`src/rtl/if_stage.sv`:
```
// ---------------------------------------------------------------------------
// if_stage : instruction-fetch stage of the 16-bit pipelined MIPS.
//
// Owns the program counter and drives the instruction-memory address
// combinationally from it. The instruction returned in the same cycle is
// captured into the IF/ID pipeline register. A redirect from a later stage
// reloads the PC and squashes IF/ID. A flush squashes IF/ID only. A stall
// holds both the PC and IF/ID.
//
// Ports
//   clk             system clock, rising edge
//   rst_n           asynchronous active-low reset
//   stall           hold PC and IF/ID (load-use hazard)
//   flush           replace IF/ID with a bubble
//   redirect_valid  load PC from redirect_target and squash IF/ID
//   redirect_target new PC
//   imem_addr       instruction-memory read address (= pc)
//   imem_inst       instruction-memory read data (same-cycle read)
//   ifid_inst       registered instruction for decode
//   ifid_pc_plus1   registered pc+1 of that instruction
//   ifid_valid      IF/ID holds a real instruction
//   pc_out          current PC
//   fetch_cnt       (IF_PERF_CNT_EN) saturating count of real fetches
//   stall_cnt       (IF_PERF_CNT_EN) saturating count of stalled edges
//
// Build option
//   IF_PERF_CNT_EN  when defined, adds the fetch/stall performance counters.
// ---------------------------------------------------------------------------
module if_stage #(
  parameter int unsigned    AW       = 16,
  parameter int unsigned    DW       = 16,
  parameter logic [AW-1:0]  RESET_PC = 16'h0000,
  parameter logic [DW-1:0]  NOP_INST = 16'h0000
) (
  input  logic          clk,
  input  logic          rst_n,
  input  logic          stall,
  input  logic          flush,
  input  logic          redirect_valid,
  input  logic [AW-1:0] redirect_target,
  output logic [AW-1:0] imem_addr,
  input  logic [DW-1:0] imem_inst,
  output logic [DW-1:0] ifid_inst,
  output logic [AW-1:0] ifid_pc_plus1,
  output logic          ifid_valid,
  output logic [AW-1:0] pc_out
`ifdef IF_PERF_CNT_EN
  ,
  output logic [15:0]   fetch_cnt,
  output logic [15:0]   stall_cnt
`endif
);

  logic [AW-1:0] r_pc;
  logic [DW-1:0] r_ifid_inst;
  logic [AW-1:0] r_ifid_pc_plus1;
  logic          r_ifid_valid;

  logic [AW-1:0] w_pc_plus1;
  logic          w_fetch;

  // Wraps modulo 2^AW by width truncation.
  assign w_pc_plus1 = r_pc + AW'(1);

  // A real instruction is captured only when nothing higher-priority acts.
  assign w_fetch = !redirect_valid && !flush && !stall;

  always_ff @(posedge clk or negedge rst_n) begin
    if (!rst_n) begin
      r_pc            <= RESET_PC;
      r_ifid_inst     <= NOP_INST;
      r_ifid_pc_plus1 <= '0;
      r_ifid_valid    <= 1'b0;
    end else if (redirect_valid) begin
      // Wrong-path fetch in flight this cycle is dropped.
      r_pc            <= redirect_target;
      r_ifid_inst     <= NOP_INST;
      r_ifid_pc_plus1 <= '0;
      r_ifid_valid    <= 1'b0;
    end else if (flush) begin
      if (!stall) begin
        r_pc <= w_pc_plus1;
      end
      r_ifid_inst     <= NOP_INST;
      r_ifid_pc_plus1 <= '0;
      r_ifid_valid    <= 1'b0;
    end else if (w_fetch) begin
      r_pc            <= w_pc_plus1;
      r_ifid_inst     <= imem_inst;
      r_ifid_pc_plus1 <= w_pc_plus1;
      r_ifid_valid    <= 1'b1;
    end
  end

  assign imem_addr     = r_pc;
  assign pc_out        = r_pc;
  assign ifid_inst     = r_ifid_inst;
  assign ifid_pc_plus1 = r_ifid_pc_plus1;
  assign ifid_valid    = r_ifid_valid;

`ifdef IF_PERF_CNT_EN
  logic [15:0] r_fetch_cnt;
  logic [15:0] r_stall_cnt;

  always_ff @(posedge clk or negedge rst_n) begin
    if (!rst_n) begin
      r_fetch_cnt <= '0;
      r_stall_cnt <= '0;
    end else begin
      if (w_fetch && (r_fetch_cnt != 16'hFFFF)) begin
        r_fetch_cnt <= r_fetch_cnt + 16'd1;
      end
      // A stall that coincides with a redirect is not counted: the redirect wins.
      if (stall && !redirect_valid && (r_stall_cnt != 16'hFFFF)) begin
        r_stall_cnt <= r_stall_cnt + 16'd1;
      end
    end
  end

  assign fetch_cnt = r_fetch_cnt;
  assign stall_cnt = r_stall_cnt;
`endif

endmodule

```
`config.mk`:
```
export PLATFORM = sky130hd
export DESIGN_NAME = if_stage
export DESIGN_NICKNAME = d
export VERILOG_FILES = /design/src/rtl/if_stage.sv
export SDC_FILE = /design/constraint.sdc
export NUM_CORES = 1
export LEC_CHECK = 0
export ABC_AREA = 1
export BUFFER_PORTS_ARGS = -buffer_cell sky130_fd_sc_hd__buf_2
export CORE_MARGIN = 5
export CORE_UTILIZATION = 36
export DETAILED_ROUTE_END_ITERATION = 10
export PLACE_DENSITY = 0.65
export SLEW_MARGIN = 20
export SYNTH_ARGS = -nofsm -noshare
export SYNTH_HDL_FRONTEND = slang
export SYNTH_SLANG_ARGS = --single-unit
export TNS_END_PERCENT = 10
```
`constraint.sdc`:
```
create_clock -name clk -period 1.2 [get_ports clk]
set_input_delay 0.3 -clock clk [delete_from_list [all_inputs] [get_ports clk]]
set_output_delay 0.3 -clock clk [all_outputs]
set_load 0.01 [all_outputs]
```
==> run metrics, run 1 <==
Final Cell Area=3840 sq um; synth unique cells=25; Max-slew headroom=81.8%; commonest non-fill, non-tap cell in the layout=nand2_1; met1 Track Usage GR=between 20% and 30%; I/O pin total=approximately 100; Final Power=0.00451 W; final cell count without fillers=roughly 500; Post-Syn Area per Cell=9.05 sq um; worst skew pair latency=0.31 ns; FMAX=approximately 760 MHz; grt ovf=0; Iteration-0 DRC Markers=134; Final WS setup=-0.121 ns; outcome=finished, violations left; worst hold path endpoint=ifid_inst[7]; vias=2,423; Final Skew=0.0138 ns; initial core utilization=36.7%; Pwr Density=~1200 nW/um^2; CTS root buf=clkbuf_8; unrepaired setup endpoints after global routing=true; DP Worst Slack=-0.123 ns; Post-DRT Antenna Nets=0; die area=8640 sq um; Tightest Pin Transition=0.274 ns; Slew Limit Fails=0; R2R Setup Slk=-0.12 ns; Clock Tree Buf Depth=2; initial antenna violation count=0; Detailed Route WL=around 7300 microns; Core Footprint=a little under 7000 sq um; synthesized flop and latch total=roughly 50; Worst Path Arrival=around 1.6 ns; Net Count, Synth=312; met2 Usage GRT=27.9%; crit path launch type=flip-flop; Final Util=a little under three fifths; area of the mapped netlist=2480 sq um; Leak=just over 2 nW; worst min path class=primary input to flip-flop; worst r2r src=imem_addr[1]; reg2reg path depth=6; row cnt=30; Hold Crit Depth=2; port bufs=101; WL/cell=14.8 microns; Tcrit/Tclk final=110%; chip height=93.0 microns; Hold Startpoint=imem_inst[7]; # setup viols final=52; vias in the first global route=2,475; DP Area=3300 sq um; RePlAce Congestion=0.792; clk sink count=49; Synth area leaders=dfrtp_1 (49%), nand2_1 (12%), buf_4 (6.4%); yosys warns=0; r2r endpoint=ifid_pc_plus1[6]; fill count=603; CP endpoint kind=flip-flop; layout cells sized above 1=48.7%; clock buffer count from CTS=5; met3 global-route usage=3.86%; drt pass-1 iters=4; TritonCTS clock tree=yes; max-cap viol count=0; maximum VDD drop=0.484 mV; cells after synthesis=274; synth-to-layout area growth=55.1%; DRC Markers=0; most frequent cells in the layout=nand2_1 (77), buf_2 (70), buf_6 (48); fin nets=452; gr busiest metal=met2; failing checks=negative setup slack; critical path fanouts, max=4; leading area contributor after synthesis=dfrtp_1; CP Class=flip-flop to flip-flop; Hold Vio Cnt, Final=0; global-route wire length before repair=12,000 microns; die width=93.0 microns; gr usage total=17.4%; H-tree depth=2; Inst Count DP=roughly 470; largest net degree at the start of global routing=50; Reg clk slew, reported paths=0.10 ns; dpl hpwl=5230 microns; drt via density=4.89; post-synthesis sequential area ratio=49.5%; Synth top area share=49.5%; ant diodes=0; minimum clock period=1.32 ns; worst endpoint required time=about 1.4 ns
[metrics by stage]
step	setup TNS, ns	hold WS [ns]
finish	-3.64	0.205
global route	-7.53	0.200
CTS	-3.31	0.199
detailed placement	-1.45	0.313
global placement	-0.864	0.310
floorplan	-0.800	0.00441
[power breakdown]
part           leakage, nW  internal (W)  switching [W]
Sequential           0.644       0.00175      0.0000905
Clock               0.0687      0.000839       0.000590
Combinational         1.35      0.000663       0.000577
Total                 2.06       0.00325        0.00126
[how the worst max path moves through the flow]
stage,startpoint,endpoint,slack (ns),cells after the start
finish,imem_addr[1],ifid_pc_plus1[6],-0.12,6
global route,imem_addr[0],imem_addr[14],-0.20,8
CTS,imem_addr[1],pc_out[1],-0.12,2
detailed placement,imem_addr[1],imem_addr[14],-0.12,8
global placement,imem_addr[1],imem_addr[14],-0.08,8
floorplan,imem_addr[1],imem_addr[14],-0.09,8
[Yosys cell counts, drive strengths merged]
cell    count
o21bai      4
inv        18
ha          1
buf        25
nor2       14
nand2      88
xor2        1
a22oi      10
a22o       16
dfrtp      49
nand4       4
nand3b      1
a21boi      1
o21ai      11
nand3      31
[layout make-up]
type / instances / area (sq um) / area share [%]
clock inverter: 3 / 68.8 / 1.79
sequential: 49 / 1230 / 32.0
inverter: 18 / 67.6 / 1.76
tap: 80 / 100 / 2.60
multi-input combinational: 183 / 1060 / 27.6
timing repair buffer: 157 / 1250 / 32.5
clock buffer: 5 / 68.8 / 1.79
[metal layers]
layer	vias up	wire length, microns
met1	1153	3430
met3	4	388
met4	0	55
li1	1179	-
met5	-	0
met2	87	3450
[worst max-delay path, stage by stage, from the launching register on]
cell,delay [ns]
dfrtp_2,0.43
ha_4,0.16
nand3_4,0.10
buf_4,0.15
o21bai_1,0.15
nand3_2,0.13
o21ai_1,0.13
[logic make-up after synthesis]
group / share of synthesized area, %
DFF: 49.5
AOI/OAI and AO/OA: 13.5
adders and majority gates: 0.505
and+or+nand+nor: 26.0
xor gates and xnor gates: 0.353
buffers and inverters: 10.1
[flip-flops by register name (all words and copies together) (netlist names)]
| signal | count |
|---|---|
| imem_addr | 16 |
| ifid_inst | 16 |
| ifid_valid | 1 |
| ifid_pc_plus1 | 16 |
[repair_timing]
item / in CTS / in global routing
hold buffers: 1 / 0
buffers inserted: 12 / 1
resized for setup: 44 / 17
pin swaps: 2 / 6
cloned: 1 / 0
hold endpoints to repair: 49 / 0
setup endpoints to repair: 56 / 62
No activity file was read; power rests on OpenSTA's default activity.
==> run 2, diff against run 1 <==
--- a/config.mk
+++ b/config.mk
@@ -10,7 +10,6 @@
 export CORE_MARGIN = 5
 export CORE_UTILIZATION = 36
 export DETAILED_ROUTE_END_ITERATION = 10
-export PLACE_DENSITY = 0.65
 export SLEW_MARGIN = 20
 export SYNTH_ARGS = -nofsm -noshare
 export SYNTH_HDL_FRONTEND = slang
==> constraint.sdc (replaced) <==
create_clock -name clk -period 1.7 [get_ports clk]
set_input_delay 0.425 -clock clk [delete_from_list [all_inputs] [get_ports clk]]
set_output_delay 0.425 -clock clk [all_outputs]
set_load 0.01 [all_outputs]
==> run metrics, run 2 (synthesis gave the netlist of run 1 again) <==
Final Skew=0.00656 ns (-0.00721 ns); maximum VDD drop=0.345 mV (-29%); Leak=1.75 nW (-15%); worst endpoint required time=1.89 ns (+0.45 ns); critical path fanouts, max=9 (+5); PostCTS Resize Cnt=0 (-100%); chip height=93.0 microns (unchanged); vias=2,142 (-12%); minimum clock period=1.51 ns (+0.190 ns); Tcrit/Tclk final=88.9% (-21 points); layout cells sized above 1=39.2% (-9.4 points); total negative slack=0 ns (+3.64 ns); TritonCTS clock tree=yes; most used cell, CP=nand2_1; Worst path depth=8 (+2); Hold Vio Cnt, Final=0 (unchanged); CTS root buf=clkbuf_8; Core Footprint=6760 sq um (unchanged); WL/cell=14.3 microns (-3.2%); DRC Markers=0 (unchanged); commonest non-fill, non-tap cell in the layout=buf_2; unrepaired setup endpoints after global routing=false; worst r2r src=imem_addr[1]; # setup viols final=0 (-100%); outcome=finished, final reports clean; CP endpoint kind=flip-flop; Crit-path slowest cell=dfrtp_1; synth-to-layout area growth=26.1%; dpl hpwl=4770 microns (-8.8%); initial core utilization=36.7% (unchanged); I/O pin total=102 (unchanged); critical path's top delay family=simple AND/OR/NAND/NOR gates; Pwr Density=896 nW/um^2 (-24%); Reg clk slew, reported paths=0.09 ns (about the same); row cnt=30 (unchanged); ant diodes=0 (unchanged); Bufs and invs on worst path=0 (-1); # hold bufs at CTS=0 (-1); drt via density=4.79 (-2.1%); largest net degree at the start of global routing=36 (-28%); die width=93.0 microns (unchanged); most frequent cells in the layout=buf_2 (101), nand2_1 (79), dfrtp_1 (49); CP max stage delay=0.48 ns (+0.05 ns); Post-DRT Antenna Nets=0 (unchanged); worst skew pair latency=0.30 ns (about the same); fill count=668 (+11%); Iteration-0 DRC Markers=64 (-52%); Detailed Route WL=6400 microns (-13%); fin nets=404 (-11%); crit path launch type=flip-flop; clock buffer count from CTS=5 (unchanged); die area=8640 sq um (unchanged); Post-CTS Setup Inserts=0 (-12); drt pass-1 iters=4 (unchanged); port bufs=101 (unchanged); clk sink count=49 (unchanged); Fin Hold WS=0.0207 ns (-0.184 ns); vias in the first global route=2,107 (-15%); reg2reg path depth=8 (+2); Slew Limit Fails=0 (unchanged); Max-slew headroom=77.1% (-4.7 points); Worst Path Arrival=1.70 ns (+0.14 ns); CP cell instances=ha_1, nand3_2, nor2_4, nand3_1, nand2_1, nand2_1, nand2_1, nand2_1; RePlAce Congestion=0.802 (+1.2%); worst min path class=primary input to async pin; r2r endpoint=imem_addr[14]; FMAX=662 MHz (-13%); R2R Setup Slk=0.19 ns (+0.31 ns); gr usage total=15.1% (-2.3 points); initial antenna violation count=0 (unchanged); CP Class=flip-flop to flip-flop; Tightest Pin Transition=0.344 ns (+0.0703 ns); Multi-input gate area=1000 sq um (-5.7%); max-cap viol count=0 (unchanged); global-route wire length before repair=10,600 microns (-12%); storage element area=1230 sq um (-0.30%); grt ovf=0 (unchanged); H-tree depth=2 (unchanged); Clock Tree Buf Depth=2 (unchanged)
==> run 2: through the flow <==
stage                     util, %  total power [W]  area [sq um]  setup WS, ns  std cells
final                        46.3          0.00280          3130         0.189        447
after global routing         46.3          0.00295          3130        0.0567        447
after CTS                    46.3          0.00284          3130         0.178        447
after detailed placement     44.3          0.00186          2990         0.198        439
after global placement       44.3          0.00185          2990         0.215        439
after floorplan                 -          0.00165          2480         0.317        274
==> run 2: cell type report <==
| cell class | count | share of cell area, % |
|---|---|---|
| sequential | 49 | 39.2 |
| multi-input combinational | 182 | 32.0 |
| timing repair buffer | 110 | 19.1 |
| tap | 80 | 3.20 |
| clock buffer | 5 | 2.20 |
| inverter | 18 | 2.16 |
| clock inverter | 3 | 2.08 |
==> run 2: per-layer routing <==
| layer | vias up | share of wire, % | routed length [microns] | global-route usage (%) |
|---|---|---|---|---|
| li1 | 1079 | - | - | - |
| met1 | 983 | 47 | 2990 | 20.2 |
| met2 | 74 | 47 | 2980 | 25.0 |
| met3 | 6 | 5.6 | 360 | 2.65 |
| met4 | 0 | 1.0 | 66 | 4.40 |
| met5 | - | 0 | 0 | 0 |
==> run 2: power breakdown <==
part | switching [W] | total, W | leakage, nW | internal [W]
Combinational | 0.000285 | 0.000490 | 1.04 | 0.000206
Sequential | 0.0000981 | 0.00133 | 0.648 | 0.00123
Clock | 0.000394 | 0.000978 | 0.0681 | 0.000585
==> run 2: worst max-delay path by stage <==
stage	from	end
CTS	imem_addr[1]	imem_addr[14]
detailed placement	imem_addr[1]	ifid_pc_plus1[14]
floorplan	imem_addr[1]	imem_addr[14]
finish	imem_addr[1]	imem_addr[14]
global route	imem_addr[1]	imem_addr[12]
global placement	imem_addr[1]	imem_addr[14]
